<file path="src/rtl/sseg_dev.sv">
`timescale 1ns/1ps
// Serial driver for an 8-digit seven-segment display behind a 64-bit shift chain.
// A Start rising edge latches a decoded active-low frame and shifts it out MSB first.
module sseg_dev #(
  parameter int SCLK_HALF = 1
) (
  input  logic        clk,
  input  logic        rst,
  input  logic        Start,
  input  logic        flash,
  input  logic [31:0] Hexs,
  input  logic [7:0]  point,
  input  logic [7:0]  LES,
  output logic        seg_clk,
  output logic        seg_clrn,
  output logic        seg_sout,
  output logic        SEG_PEN
);

  typedef enum logic {S_IDLE, S_SHIFT} state_t;

  localparam int CW = (SCLK_HALF > 1) ? $clog2(SCLK_HALF) : 1;
  localparam logic [CW-1:0] HALF_LAST = CW'(SCLK_HALF - 1);

  state_t        state_q, state_d;
  logic [63:0]   frame_q, frame_d;
  logic [CW-1:0] half_q, half_d;
  logic [5:0]    bit_q, bit_d;
  logic          sclk_q, sclk_d;
  logic          pen_q, pen_d;
  logic          clrn_q;
  logic          start_prev_q;
  logic          trigger;
  logic [63:0]   frame_new;

  // Segment pattern {g,f,e,d,c,b,a}, active-low.
  function automatic logic [6:0] hex_to_seg(input logic [3:0] v);
    case (v)
      4'h0: hex_to_seg = 7'h40;
      4'h1: hex_to_seg = 7'h79;
      4'h2: hex_to_seg = 7'h24;
      4'h3: hex_to_seg = 7'h30;
      4'h4: hex_to_seg = 7'h19;
      4'h5: hex_to_seg = 7'h12;
      4'h6: hex_to_seg = 7'h02;
      4'h7: hex_to_seg = 7'h78;
      4'h8: hex_to_seg = 7'h00;
      4'h9: hex_to_seg = 7'h10;
      4'hA: hex_to_seg = 7'h08;
      4'hB: hex_to_seg = 7'h03;
      4'hC: hex_to_seg = 7'h46;
      4'hD: hex_to_seg = 7'h21;
      4'hE: hex_to_seg = 7'h06;
      default: hex_to_seg = 7'h0E;
    endcase
  endfunction

  genvar gi;
  generate
    for (gi = 0; gi < 8; gi++) begin : g_digit
      assign frame_new[8*gi +: 8] = (LES[gi] && flash) ? 8'hFF
                                  : {~point[gi], hex_to_seg(Hexs[4*gi +: 4])};
    end
  endgenerate

  assign trigger = Start & ~start_prev_q;

  always_ff @(posedge clk or posedge rst) begin
    if (rst) begin
      state_q      <= S_IDLE;
      frame_q      <= '1;
      half_q       <= '0;
      bit_q        <= '0;
      sclk_q       <= 1'b0;
      pen_q        <= 1'b0;
      clrn_q       <= 1'b0;
      start_prev_q <= 1'b0;
    end else begin
      state_q      <= state_d;
      frame_q      <= frame_d;
      half_q       <= half_d;
      bit_q        <= bit_d;
      sclk_q       <= sclk_d;
      pen_q        <= pen_d;
      clrn_q       <= 1'b1;
      start_prev_q <= Start;
    end
  end

  always_comb begin
    state_d = state_q;
    frame_d = frame_q;
    half_d  = half_q;
    bit_d   = bit_q;
    sclk_d  = sclk_q;
    pen_d   = pen_q;
    case (state_q)
      S_IDLE: begin
        if (trigger) begin
          state_d = S_SHIFT;
          frame_d = frame_new;
          half_d  = '0;
          bit_d   = '0;
          sclk_d  = 1'b0;
          pen_d   = 1'b0;
        end
      end
      default: begin
        if (half_q == HALF_LAST) begin
          half_d = '0;
          if (!sclk_q) begin
            sclk_d = 1'b1;
          end else if (bit_q == 6'd63) begin
            // Idle line level is all ones, so seg_sout rests high.
            state_d = S_IDLE;
            sclk_d  = 1'b0;
            frame_d = '1;
            pen_d   = 1'b1;
          end else begin
            sclk_d  = 1'b0;
            bit_d   = bit_q + 6'd1;
            frame_d = {frame_q[62:0], 1'b1};
          end
        end else begin
          half_d = half_q + CW'(1);
        end
      end
    endcase
  end

  assign seg_clk  = sclk_q;
  assign seg_clrn = clrn_q;
  assign seg_sout = frame_q[63];
  assign SEG_PEN  = pen_q;

endmodule

</file>
<file path="config.mk">
export PLATFORM = sky130hd
export DESIGN_NAME = sseg_dev
export DESIGN_NICKNAME = d
export VERILOG_FILES = /design/src/rtl/sseg_dev.sv
export SDC_FILE = /design/constraint.sdc
export NUM_CORES = 1
export LEC_CHECK = 0
export CAP_MARGIN = 10
export CORE_AREA = 8 8 127 129
export DETAILED_ROUTE_END_ITERATION = 12
export DIE_AREA = 0 0 135 137
export PLACE_DENSITY = 0.69
export SYNTH_ARGS = -nofsm -noshare
export SYNTH_HDL_FRONTEND = slang
export SYNTH_SLANG_ARGS = --single-unit
</file>
<file path="constraint.sdc">
create_clock -name clk -period 2.8 [get_ports clk]
set_input_delay 0.42 -clock clk [delete_from_list [all_inputs] [get_ports clk]]
set_output_delay 0.42 -clock clk [all_outputs]
set_load 0.01 [all_outputs]
</file>
==> out/results.tsv <==
metric	value	unit
number of global-route vias before repair	4579	
Slew Limit Fails	0	
CP Launch Type	flop	
WP data arrival	2.42	ns
DR pass1 iterations	6	
final hold viol count	0	
number of post-CTS setup repair buffers	0	
placed insts	825	
Initial Util	0.392	
syn_nets	729	
GRT overflow	0	
worst rel slew slack	0.568	
clock sinks	75	
Critical Path, Cell by Cell	ha_1, nand4_1, o21ai_4, buf_12, nor2_1, o31ai_1	
RSZ-0062 raised after global routing	false	
Hold-fix buffers, CTS	0	
Final ANT Viol Nets	0	
Die X	135	um
EDFF count, synth	0	
worst-skew pair later-pin latency	0.33	ns
Peak Freq	0.458	GHz
share of flip-flops with an asynchronous set or reset	1.00	
fin util	0.460	
Tcrit/Tclk final	0.781	
Power Dens Cells	715	nW/um^2
FILL cells	1360	
Crit Reg-Reg Endpoint	frame_q[34]	
crit path max fanout	32	
r2r setup slk	0.61	ns
Root Driver	clkbuf_16	
Iteration-0 DRC Markers	225	
Reg power frac	0.415	
H-Tree Depth	3	
DRC Markers	0	
CTS tree	built	
power share of the combinational group	0.340	
Setup violations, final	0	
Netlist cell types	44	
layout cells sized above 1	0.177	
critical path capture point type	flop	
Worst Max-Slew Pin Slew	0.645	ns
Hold EP	frame_q[14]	
cells after synthesis	620	
DIE AREA	18500	um^2
crit-path max cell delay	0.58	ns
Vert. Die Dim	137	um
final wirelength	12800	um
status	completed	
Diodes inserted	0	
largest net degree at the start of global routing	63	
critical path class	flop to flop	
Ys Warns	0	
Seq cells post-synth	75	
core area	14200	um^2
Syn Area/Cell	8.97	um^2
R2R depth	6	
P_sw	1.59	mW
peak supply drop	0.000363	V
min-delay src	frame_q[14]	
Synth Cell Area	5560	um^2
Worst Path Required	3.03	ns
minimum clock period after layout	2.19	ns
leakage	2.68	nW
r2r startpoint	bit_q[0]	
post-CTS sizing	0	
Tot Pwr	4.68	mW
clock skew	0.00590	ns
sw frac	0.339	
initial antenna violation count	0	
Port Buffers	55	
Post-Route Setup TNS	0	ns
Wirelength per Cell	15.2	um
final non-filler cell total	841	
routed vias/inst	5.41	
sequential share of the synthesized area	0.352	
# rows	44	
global-route wire length before repair	21500	um
TritonCTS Buffers	9	
hold path depth	2	
synthesis-to-finish area growth	17.5	%
GRT Resource Usage Total	0.140	
Clk pwr share	0.245	
Top FF cell, synth	dfstp_2	
hold slack	0.470	ns
Clk pin slew, worst setup/hold paths	0.06	ns
Min-Delay Path Class	flop to flop	
Max-Cap Viols	0	
Nets	761	
Boundary Pins	56	
slowest CP cell	o21ai_4	
DR vias	4554	
Longest Clk Path Bufs	2	
Int Pwr	3.09	mW
GP Congestion	0.869	
Post-DP HPWL	9370	um
[synthesized netlist by cell type, types with 7 or more instances]
library cell  instances  area (um^2)
nand2_1              77          289
dfstp_2              64         1680
ha_1                 57          713
o21ai_0              54          270
nor2_1               51          191
inv_1                34          128
o31ai_1              29          218
a21oi_1              24          120
clkbuf_1             22         82.6
mux2i_1              17          170
nand2b_1             17          106
mux2_2               14          158
nand3_1              14         70.1
a221oi_1             13          114
o22ai_1              13         81.3
dfrtp_1              11          275
o211ai_1             11         82.6
nor3_1               10         50.1
a211oi_1              9         67.6
a21o_1                9         67.6
buf_1                 8         30.0
mux4_2                7          158
nor2b_1               7         43.8
[kinds of logic after synthesis]
| family | after synthesis | share of synthesized area |
|---|---|---|
| XOR/XNOR | 1 | 0.00157 |
| AO/OA/AOI/OAI | 185 | 0.220 |
| adder cells (fa/ha/maj) | 57 | 0.128 |
| other | 1 | 0.000674 |
| flip-flops | 75 | 0.352 |
| AND/OR/NAND/NOR | 187 | 0.150 |
| buffers and inverters | 76 | 0.0607 |
| multiplexers | 38 | 0.0873 |
[state kept, by name, summed over array words and instances, names as in the netlist]
name,flops
state_q,1
seg_clk,1
SEG_PEN,1
frame_q,64
start_prev_q,1
seg_clrn,1
bit_q,6
[layout by cell type, fill, tap and decap left out, types with 10 or more instances in the layout]
cell type        instances
ha_1                    57
mux2i_1                 17
a221oi_1                13
o211ai_1                11
mux2_2                  14
o22ai_1                 13
nand2b_1                17
a21oi_1                 24
nand2_1                 77
nand3_1                 14
nor3_1                  10
inv_1                   33
o31ai_1                 29
o21ai_0                 54
clkdlybuf4s50_1         55
nor2_1                  51
dfstp_2                 64
dfrtp_1                 11
[worst max path at each step]
stage,start,endpoint,slack (ns)
CTS,bit_q[0],frame_q[34],0.61
detailed placement,Start,frame_q[53],0.41
global route,bit_q[0],frame_q[50],0.43
global placement,Start,bit_q[1],0.48
floorplan,rst,SEG_PEN,0.58
finish,bit_q[0],frame_q[34],0.61
[cell type report]
cell class                 count  area, um^2  share of cell area
multi-input combinational    469        3280               0.502
sequential                    75        1960               0.299
timing repair buffer          63         648              0.0991
clock buffer                  11         243              0.0371
tap                          184         230              0.0352
inverter                      34         128              0.0195
clock inverter                 5        52.6             0.00804
[through the flow]
| stage | instance area, um^2 | setup slack (ns) |
|---|---|---|
| floorplan | 5560 | 0.576 |
| global placement | 6240 | 0.483 |
| detailed placement | 6240 | 0.409 |
| CTS | 6540 | 0.606 |
| global route | 6540 | 0.425 |
| finish | 6540 | 0.614 |
[worst max-delay path, delay by kind of cell (launching register included)]
| kind | cells | cell delay (ns) |
|---|---|---|
| buffers and inverters | 1 | 0.26 |
| and+or+nand+nor | 2 | 0.27 |
| AOI/OAI and AO/OA | 2 | 0.85 |
| DFF | 1 | 0.42 |
| adders and majority gates | 1 | 0.26 |
[power by group through the flow]
stage	registers, mW	clock network (mW)	logic [mW]
after floorplan	1.88	0	1.26
after global placement	1.93	0	1.53
after detailed placement	1.94	0	1.60
after CTS	1.94	1.17	1.61
after global routing	2.00	1.20	1.81
final	1.94	1.14	1.59
[routing by layer]
metal / global-route usage / vias to the layer above / part of all wire
met5: 0 / - / 0
met4: 0.0438 / 0 / 0.012
met3: 0.0305 / 13 / 0.042
met2: 0.240 / 104 / 0.48
met1: 0.171 / 2160 / 0.47
li1: - / 2277 / -
(Power assumes the default switching activity.)
